### config.mk
export PLATFORM = sky130hd
export DESIGN_NAME = ex_stage
export DESIGN_NICKNAME = d
export VERILOG_FILES = /design/src/rtl/ex_stage.sv
export SDC_FILE = /design/constraint.sdc
export NUM_CORES = 1
export LEC_CHECK = 0
export CAP_MARGIN = 25
export CORE_MARGIN = 1
export CORE_UTILIZATION = 25
export DETAILED_ROUTE_END_ITERATION = 8
export SETUP_SLACK_MARGIN = 0.5
export SYNTH_ARGS = -nofsm -noshare
export SYNTH_HDL_FRONTEND = slang
export SYNTH_SLANG_ARGS = --single-unit
### constraint.sdc
create_clock -name clk -period 2.9 [get_ports clk]
set_input_delay 0.29 -clock clk [delete_from_list [all_inputs] [get_ports clk]]
set_output_delay 0.29 -clock clk [all_outputs]
set_load 0.005 [all_outputs]
### src/rtl/ex_stage.sv
// RV32I execute stage: ALU, address generation, branch/jump resolution and an
// iterative shifter, registered into the EX/MEM output register on the falling clock edge.
module ex_stage #(
   parameter int unsigned SHIFT_STEP = 1
) (
   input  logic        clk,
   input  logic        rst_n,
   input  logic        in_valid,
   input  logic        flush,
   input  logic [31:0] pc,
   input  logic [2:0]  inst_type,
   input  logic [2:0]  funct3,
   input  logic [5:0]  funct7,
   input  logic [31:0] imm,
   input  logic [31:0] val_rs,
   input  logic [31:0] val_rs2,
   input  logic [4:0]  rd,
   input  logic [6:0]  opcode,
   output logic        stall,
   output logic        out_valid,
   output logic [31:0] ex_result,
   output logic [31:0] ex_store_data,
   output logic [4:0]  ex_rd,
   output logic [6:0]  ex_opcode,
   output logic [2:0]  ex_funct3,
   output logic        branch_taken,
   output logic [31:0] branch_target
);

   localparam logic [6:0] OP_R      = 7'b0110011;
   localparam logic [6:0] OP_I      = 7'b0010011;
   localparam logic [6:0] OP_LOAD   = 7'b0000011;
   localparam logic [6:0] OP_STORE  = 7'b0100011;
   localparam logic [6:0] OP_BRANCH = 7'b1100011;
   localparam logic [6:0] OP_JAL    = 7'b1101111;
   localparam logic [6:0] OP_JALR   = 7'b1100111;
   localparam logic [6:0] OP_LUI    = 7'b0110111;
   localparam logic [6:0] OP_AUIPC  = 7'b0010111;
   localparam logic [4:0] STEP_AMT  = 5'(SHIFT_STEP);

   typedef enum logic {S_IDLE, S_SHIFT} state_t;

   state_t      state, state_n;
   logic [4:0]  remaining, rem_n;
   logic [31:0] shreg, shreg_n;
   logic        left_q, left_n, arith_q, arith_n;

   logic        valid_n, taken_n;
   logic [31:0] result_n, store_n, target_n;
   logic [4:0]  rd_n;
   logic [6:0]  opc_n;
   logic [2:0]  f3_n;

   logic        is_r, is_alu, is_shift, sh_left, sh_arith, long_shift;
   logic [31:0] op2, alu_res, jalr_sum;
   logic [4:0]  shamt, step_amt;
   logic        br_cond, known, inst_taken;
   logic [31:0] inst_res, inst_target, stepped;

   logic unused_bits;
   assign unused_bits = ^{inst_type, funct7[4:0]};

   function automatic logic [31:0] shift_by(input logic [31:0] v, input logic [4:0] amt,
                                            input logic left, input logic arith);
      if (left)       return v << amt;
      else if (arith) return $unsigned($signed(v) >>> amt);
      else            return v >> amt;
   endfunction

   assign is_r       = (opcode == OP_R);
   assign is_alu     = is_r || (opcode == OP_I);
   assign op2        = is_r ? val_rs2 : imm;
   assign shamt      = op2[4:0];
   assign is_shift   = is_alu && (funct3[1:0] == 2'b01);
   assign sh_left    = ~funct3[2];
   assign sh_arith   = funct3[2] & funct7[5];
   assign long_shift = is_shift && (shamt > STEP_AMT);
   assign jalr_sum   = val_rs + imm;

   always_comb begin
      alu_res = '0;
      case (funct3)
         3'b000:          alu_res = (is_r && funct7[5]) ? val_rs - op2 : val_rs + op2;
         3'b001, 3'b101:  alu_res = shift_by(val_rs, shamt, sh_left, sh_arith);
         3'b010:          alu_res = {31'b0, $signed(val_rs) < $signed(op2)};
         3'b011:          alu_res = {31'b0, val_rs < op2};
         3'b100:          alu_res = val_rs ^ op2;
         3'b110:          alu_res = val_rs | op2;
         default:         alu_res = val_rs & op2;
      endcase
   end

   always_comb begin
      case (funct3)
         3'b000:  br_cond = (val_rs == val_rs2);
         3'b001:  br_cond = (val_rs != val_rs2);
         3'b100:  br_cond = ($signed(val_rs) < $signed(val_rs2));
         3'b101:  br_cond = ($signed(val_rs) >= $signed(val_rs2));
         3'b110:  br_cond = (val_rs < val_rs2);
         3'b111:  br_cond = (val_rs >= val_rs2);
         default: br_cond = 1'b0;
      endcase
   end

   always_comb begin
      known       = 1'b1;
      inst_res    = '0;
      inst_taken  = 1'b0;
      inst_target = pc + imm;
      case (opcode)
         OP_R, OP_I:          inst_res = alu_res;
         OP_LOAD, OP_STORE:   inst_res = val_rs + imm;
         OP_BRANCH:           inst_taken = br_cond;
         OP_JAL: begin
            inst_res   = pc + 32'd4;
            inst_taken = 1'b1;
         end
         OP_JALR: begin
            inst_res    = pc + 32'd4;
            inst_taken  = 1'b1;
            inst_target = {jalr_sum[31:1], 1'b0};
         end
         OP_LUI:              inst_res = imm;
         OP_AUIPC:            inst_res = pc + imm;
         default:             known = 1'b0;
      endcase
   end

   assign stall = rst_n & in_valid & ~flush & is_shift &
                  ((state == S_IDLE) ? (shamt > STEP_AMT) : (remaining > STEP_AMT));

   // The final shift step may be shorter than SHIFT_STEP when shamt is not a multiple of it.
   assign step_amt = (remaining < STEP_AMT) ? remaining : STEP_AMT;
   assign stepped  = shift_by(shreg, step_amt, left_q, arith_q);

   always_comb begin
      state_n  = state;
      rem_n    = remaining;
      shreg_n  = shreg;
      left_n   = left_q;
      arith_n  = arith_q;
      valid_n  = out_valid;
      taken_n  = branch_taken;
      result_n = ex_result;
      store_n  = ex_store_data;
      target_n = branch_target;
      rd_n     = ex_rd;
      opc_n    = ex_opcode;
      f3_n     = ex_funct3;
      if (flush) begin
         valid_n = 1'b0;
         taken_n = 1'b0;
         state_n = S_IDLE;
         rem_n   = '0;
      end else if (state == S_SHIFT) begin
         taken_n = 1'b0;
         if (remaining <= STEP_AMT) begin
            valid_n  = 1'b1;
            result_n = stepped;
            state_n  = S_IDLE;
            rem_n    = '0;
         end else begin
            valid_n = 1'b0;
            shreg_n = stepped;
            rem_n   = remaining - STEP_AMT;
         end
      end else if (!in_valid || !known) begin
         valid_n = 1'b0;
         taken_n = 1'b0;
      end else begin
         // Destination fields are captured at acceptance so a long shift need not track them.
         rd_n    = rd;
         opc_n   = opcode;
         f3_n    = funct3;
         store_n = val_rs2;
         if (long_shift) begin
            valid_n = 1'b0;
            taken_n = 1'b0;
            state_n = S_SHIFT;
            shreg_n = shift_by(val_rs, STEP_AMT, sh_left, sh_arith);
            rem_n   = shamt - STEP_AMT;
            left_n  = sh_left;
            arith_n = sh_arith;
         end else begin
            valid_n  = 1'b1;
            result_n = inst_res;
            taken_n  = inst_taken;
            target_n = inst_target;
         end
      end
   end

   always_ff @(negedge clk or negedge rst_n) begin
      if (!rst_n) begin
         state         <= S_IDLE;
         remaining     <= '0;
         shreg         <= '0;
         left_q        <= 1'b0;
         arith_q       <= 1'b0;
         out_valid     <= 1'b0;
         branch_taken  <= 1'b0;
         ex_result     <= '0;
         ex_store_data <= '0;
         branch_target <= '0;
         ex_rd         <= '0;
         ex_opcode     <= '0;
         ex_funct3     <= '0;
      end else begin
         state         <= state_n;
         remaining     <= rem_n;
         shreg         <= shreg_n;
         left_q        <= left_n;
         arith_q       <= arith_n;
         out_valid     <= valid_n;
         branch_taken  <= taken_n;
         ex_result     <= result_n;
         ex_store_data <= store_n;
         branch_target <= target_n;
         ex_rd         <= rd_n;
         ex_opcode     <= opc_n;
         ex_funct3     <= f3_n;
      end
   end

endmodule

Word-level counts from Yosys, hierarchy flattened --
Index checks and enable logic that the tools add are counted.
Operators by class: add/subtract/negate cells 7, multipliers 0, divide/modulo/power cells 0, order comparisons 10, equal/unequal tests 24, shift operators 6, muxes and demuxes 43, bitwise operators 13, reductions and logical operators 21
Operator list (count):
- 2-to-1 mux 32 bit | 17
- case mux 32 bit (6 select lines) | 1
- case mux 32 bit (5 select lines) | 1
- < comparator 32 bit | 4
- adder 32 bit | 3
- >= comparator 32 bit | 2
- left shift 32 x 5 -> 32 bit | 2
- >> shifter 32 x 5 -> 32 bit | 2
- >>> shifter 32 x 5 -> 32 bit | 2
- adder 32 x 3 -> 32 bit (second input constant) | 1
- AND 32 bit | 1
- equality test 32 bit | 1
- inequality test 32 bit | 1
- bitwise OR 32 bit | 1
- subtractor 32 bit | 1
- bitwise XOR 32 bit | 1
- 2-to-1 mux 5 bit | 6
- equality test 7 x 6 -> 1 bit (second input constant) | 3
- equality test 7 bit (second input constant) | 3
- 2-to-1 mux 1 bit | 16
- AND reduction 4 bit | 4
- equality test 7 x 5 -> 1 bit (second input constant) | 2
- equality test 3 bit (second input constant) | 4
- > comparator 5 x 1 -> 1 bit (second input constant) | 2
- other kinds (24) | 43
Storage, ports and cells: bits in registers 153, latch bits 0, memory bits (writable) 0, ROM bits 0, input bits 156, output and inout bits 114, logic and storage cells 137, memories 0

Depth between registers and ports, before layout --
Gate-level depths: netlist of the first run.
depth in word-level cells 10, depth in mapped cells 23, mapped depth without buffers 17

==> results of run 1 <==
metal layers:
layer,vias up,wire length (um),GRT usage
met5,-,63,0
met4,10,13690,0.2386
met3,498,17600,0.07762
met2,2071,75940,0.5488
met1,16650,70730,0.4597
li1,15247,-,-
power by group:
part,switching (uW),total (uW),internal [uW]
clock,1200,2500,1300
combinational,4570,8960,4390
sequential,276,2800,2520
state kept, by name, indices dropped and copies added (netlist names):
signal,flops
ex_opcode,7
shreg,32
remaining,5
ex_store_data,32
out_valid,1
ex_result,32
left_q,1
ex_funct3,3
arith_q,1
branch_taken,1
state,1
branch_target,32
ex_rd,5
worst paths after layout:
kind                               from       endpoint  cells past startpoint
max in group asynchronous         rst_n  ex_result[30]                      2
min reg2reg                ex_opcode[1]   ex_opcode[1]                      1
min in group asynchronous         rst_n   ex_funct3[1]                      1
min                        ex_opcode[1]   ex_opcode[1]                      1
max reg2reg                remaining[2]  ex_result[25]                     11
max                           opcode[3]  ex_result[29]                     20
cell families after synthesis:
group	share of synthesized area
AO/OA/AOI/OAI	0.3441
AND/OR/NAND/NOR	0.2033
buffers and inverters	0.06805
adder cells (fa/ha/maj)	0.1027
multiplexers	0.06980
flip-flops	0.1629
XOR/XNOR	0.04920
per-stage QoR:
stage,instance area (sq um),setup WS [ps],utilization,TNS (ps)
global route,43400,-2639,0.4657,-210280
floorplan,24280,-2828,-,-169510
detailed placement,37460,-3608,0.4020,-315960
finish,43400,-2525,0.4657,-197870
global placement,37460,-3567,0.4020,-314760
CTS,41250,-2426,0.4427,-187790
worst register-to-register path, stage by stage (launching register included):
cell	delay, ps
dfrtn_1	340
nor3_1	360
buf_4	220
nand2_2	90
buf_4	190
o211a_1	350
a221oi_1	360
o211ai_1	280
a311oi_1	320
o2111ai_1	310
nor4_2	290
a21oi_1	100
synthesized netlist by cell type, types with 37 or more instances:
| library cell | n | area share |
|---|---|---|
| nand2_1 | 388 | 0.062 |
| ha_1 | 188 | 0.10 |
| xor2_1 | 39 | 0.015 |
| a211oi_1 | 57 | 0.018 |
| mux2i_1 | 129 | 0.055 |
| o21ai_0 | 291 | 0.062 |
| nor3_1 | 56 | 0.012 |
| a21oi_1 | 328 | 0.070 |
| a31oi_1 | 44 | 0.012 |
| buf_1 | 43 | 0.0069 |
| nor2_1 | 298 | 0.048 |
| dfrtn_1 | 153 | 0.16 |
| nand3_1 | 74 | 0.016 |
| inv_1 | 145 | 0.023 |
| clkbuf_1 | 152 | 0.024 |
| a221oi_1 | 37 | 0.014 |
| o211ai_1 | 71 | 0.023 |
| nand4_1 | 42 | 0.011 |
| a21o_1 | 76 | 0.024 |
| xnor2_1 | 93 | 0.035 |
final cells by class:
class                           count  area share
Timing Repair Buffer             1716      0.3483
Inverter                          151     0.01392
Clock inverter                     15    0.004180
Multi-Input combinational cell   2765      0.4994
Antenna cell                        1  0.00005766
Sequential cell                   153     0.08822
Clock buffer                       17    0.009802
Tap cell                         1254     0.03615
what timing repair did:
| action | 4_1_cts | 5_1_grt |
|---|---|---|
| hold endpoints to repair | 0 | 0 |
| buffers inserted | 78 | 77 |
| pin swaps | 193 | 187 |
| setup endpoints to repair | 267 | 267 |
| cloned | 7 | 1 |
| gates resized for setup | 614 | 332 |
==> results.toml, run 1 <==
[timing]
hold_viol = 0
rsz0062_at_grt = "true"
clock_skew_ps = 10.36
slew_viol_final = 0
finalHoldWorstSlack_ps = 412.7
max_slew_margin = 0.3490
setup_viol = 267
worst_pin_slew_ps = 971.2
setup_ws_ps = -2525

[finish]
area_growth_pct = 84.69
nFillCells = 9145
drive_gt1_frac = 0.4283
regArea_sq_um = 3829
fin_nets = 5151
multi_input_area_sq_um = 21670
final_cell_mix = "1,242 x buf_4, 358 x nand2_1, 265 x nor2_1"
final_common_cell = "buf_4"
fin_cells = 6072

[synthesis]
synthCells = 3313
synth_nets = 3660
synth_seq_cells = 153
synth.avg_cell_area_sq_um = 7.093
yosysSeqAreaShare = 0.1629
syn_area_sq_um = 23500
async_reset_ff_frac = 1.000
synth-warning-count = 0
synth_ff_type = "dfrtn_1"
synth_edf_count = 0
synthDistinctLibCells = 105

[routing]
drt_wl_total_um = 178000
firstDrtPassIters = 6
vias = 34476
antenna_left = 0
first_iter_violations = 4251
drt-wirelength-per-cell_um = 29.32
vias_per_cell = 5.678
drc_errors = 0

[clocking]
hold_buffers = 0
cts_sinks = 153
path_clk_slew_ps = 60
clock_path_buffers = 2
cts_buffers = 17
clk_latency_ps = 470
htree_levels = 4
cts_tree = "built"
cts_root_buffer = "clkbuf_16"

[die]
start_util = 0.2522
die_w_um = 308.6
die_area_sq_um = 95220
die_h_um = 308.6
ioPinCount = 270
core-area_sq_um = 93190
core.rowCount = 112

[grt]
gr-total-overflow = 0
grt_max_degree = 72
grtUsageTotal = 0.3614
grt_pass1_vias = 33077
antenna_found_initial = 10
grt_pass1_wl_um = 244500

[run]
drv_cap = 0

[pwr]
leakagePower_uw = 0.02000
power.total_uw = 14260
max-vdd-ir-drop_v = 0.0005100
power.density_nw_per_um2 = 328.5

[place]
dp_hpwl_um = 144500
place_congestion = 1.103
place_inst = 5876
place.port_buffers = 261

[min_path]
hold_class = "flip-flop to flip-flop"

[critical_path]
path_cells = "buf_8 -> buf_8 -> or3b_4 -> buf_6 -> o21ai_4 -> and2_4 -> inv_6 -> ha_4 -> nand3_2 -> a211oi_4 -> nor3_4 -> a2111oi_4 -> buf_4 -> a221o_1 -> a2111oi_4 -> a2111oi_4 -> mux2i_1 -> o211ai_1 -> a311oi_1 -> a21oi_1"
crit_fanout = 3
cp_num_buf_inv = 5
worst_ep_arrival_time_ps = 4280
cpPeakStageDelay_ps = 430
critical_path.top_delay_family = "compound AO/OA/AOI/OAI gates"
cpMaxStageDelayCell = "or3b_4"
critical_path.most_common_cell = "a2111oi_4"
crit_type = "primary input to flip-flop"
critical_path_required_ps = 1760
start_kind = "primary input"
reg2reg_slack_ps = -480
critPathCaptureType = "flip-flop"

[run_status]
violations = "negative setup slack"
status = "complete, but fails checks"
(Power assumes the default switching activity.)
==> run 2, diff against run 1 <==
--- a/config.mk
+++ b/config.mk
@@ -13,3 +13,4 @@
 export SYNTH_ARGS = -nofsm -noshare
 export SYNTH_HDL_FRONTEND = slang
 export SYNTH_SLANG_ARGS = --single-unit
+export TNS_END_PERCENT = 10
==> run 2 against run 1 <==
The flow still finishes with violations (negative setup slack). Total power is 4.0% lower. Utilization is 1.5 points lower. Clock skew is 4.9 ps higher. Global-route usage is 0.46 points higher. Setup slack worse by 130 ps. Sequential cell count stayed put. Cell count is 0.51% lower. Via count is 0.89% lower. Die area stayed put. Critical endpoint unchanged. Highest routed layer unchanged.
==> results.toml, run 2 (synthesis gave the netlist of run 1 again) <==
[finish]
final_cell_mix = "1,236 x buf_4, 377 x nand2_1, 268 x nor2_1"
post-route-util = 0.4510
area_growth_pct = 78.85
fin_cells = 6041
final_common_cell = "buf_4"
drive_gt1_frac = 0.4268
fin_nets = 5114

[pwr]
p_comb_frac = 0.622
p_clk_frac = 0.176
max-vdd-ir-drop_v = 0.0005102
p_switching_uw = 5870
power.density_nw_per_um2 = 325.8
cell_internal_pwr_uw = 7822
swShare = 0.4287
power_frac_seq = 0.202
power.total_uw = 13690
leakagePower_uw = 0.01956

[critical_path]
critical_path_required_ps = 1740
worstReg2RegStart = "remaining[2]"
path_cells = "buf_6 -> buf_12 -> nor3b_4 -> nand2_4 -> buf_12 -> buf_4 -> nor2_4 -> a21o_1 -> ha_4 -> a21oi_4 -> a21oi_2 -> nor3_4 -> a2111oi_2 -> buf_4 -> a221o_1 -> a2111oi_4 -> a2111oi_4 -> mux2i_1 -> o211ai_1 -> a311oi_1 -> a21oi_1"
worst_ep_arrival_time_ps = 4400
start_kind = "primary input"
critical_path.top_delay_family = "compound AO/OA/AOI/OAI gates"
cp_num_buf_inv = 5
cpPeakStageDelay_ps = 490
cpMaxStageDelayCell = "a2111oi_4"
crit_fanout = 7
critPathCaptureType = "flip-flop"
crit_type = "primary input to flip-flop"
worstSetupStartpoint = "opcode[2]"

[routing]
vias = 34169
drt-wirelength-per-cell_um = 29.83
drt_wl_total_um = 180200
vias_per_cell = 5.656
first_iter_violations = 3875
firstDrtPassIters = 8
drc_errors = 0
antenna_left = 0

[run]
drv_cap = 0

[grt]
use_met3 = 0.08201
antenna_found_initial = 9
grtUsageMet1 = 0.4660
grt_pass1_wl_um = 246500
gr-total-overflow = 0
grt_use_met2 = 0.5570
grt_pass1_vias = 33032
grtUsageTotal = 0.3660
grt_max_degree = 77
grt-busiest-layer = "met2"

[timing]
worst_pin_slew_ps = 779.2
clock_skew_ps = 15.24
hold_viol = 0
fin_setup_tns_ps = -180790
rsz0062_at_grt = "true"
max_slew_margin = 0.4774
setup_viol = 203
slew_viol_final = 0
setup_ws_ps = -2657

[clocking]
clock_path_buffers = 2
cts_buffers = 17
clk_latency_ps = 470
htree_levels = 4
cts_sinks = 153
path_clk_slew_ps = 50
cts_tree = "built"
cts_root_buffer = "clkbuf_16"

[place]
place_congestion = 1.106
dp_hpwl_um = 147800
place.port_buffers = 261
place_inst = 5880

[die]
core.rowCount = 112
core-area_sq_um = 93190
die_h_um = 308.6
start_util = 0.2522
die_area_sq_um = 95220
die_w_um = 308.6
ioPinCount = 270

[run_status]
violations = "negative setup slack"
status = "complete, but fails checks"

[min_path]
hold_class = "flip-flop to flip-flop"
holdCritStartpoint = "ex_opcode[0]"
## run 2: repair_timing
action / 4_1_cts / 5_1_grt
resized for setup: 513 / 500
pin swaps: 167 / 159
cloned: 3 / 2
hold buffers: 0 / 0
setup endpoints to repair: 267 / 267
setup buffers: 74 / 43
## run 2: routing by layer
layer,vias to the layer above,part of all wire
met4,6,0.077
li1,15168,-
met3,529,0.094
met1,16548,0.41
met5,-,0.00023
met2,1918,0.42
## run 2: worst reg2reg max path, stage by stage (launching register included)
cell and delay (ps):
dfrtn_1 350, nor3_1 250, buf_4 180, nand2_2 220, o211a_1 390, a221oi_1 240, o211ai_1 210, a311oi_1 340
o2111ai_1 230, nor4_1 280, a21oi_1 110
## run 2: stage by stage
stage	hold WS, ps	instance area [sq um]	setup slack (ps)
floorplan	419.4	23730	-2828
global placement	409.7	37210	-3776
global route	420.5	42010	-2745
detailed placement	411.8	37210	-3695
CTS	416.0	40500	-2403
finish	416.5	42030	-2657
## run 2: final timing paths
path	end	slack, ps	depth (start not counted)
setup reg to reg	ex_result[25]	-40	10
min in group asynchronous	branch_target[14]	1010	1
hold reg to reg	ex_opcode[0]	420	1
max in group asynchronous	shreg[18]	1260	2
setup / recovery	ex_result[29]	-2660	21
hold / removal	ex_opcode[0]	420	1
## run 2: power groups by stage
stage / clock, uW / sequential [uW] / combinational (uW)
floorplan: 0 / 2770 / 2800
global placement: 0 / 2790 / 7330
detailed placement: 0 / 2800 / 7320
CTS: 2450 / 2770 / 8000
global route: 2500 / 2800 / 8890
finish: 2410 / 2770 / 8510
## run 2: area by class of cell
cell class,instances,area [sq um]
Tap cell,1254,1569
Antenna cell,7,17.52
Sequential cell,153,3829
Clock inverter,13,133.9
Timing Repair Buffer,1679,14270
Clock buffer,19,452.9
Multi-Input combinational cell,2765,21140
Fill cell,9334,51160
Inverter,151,618.1
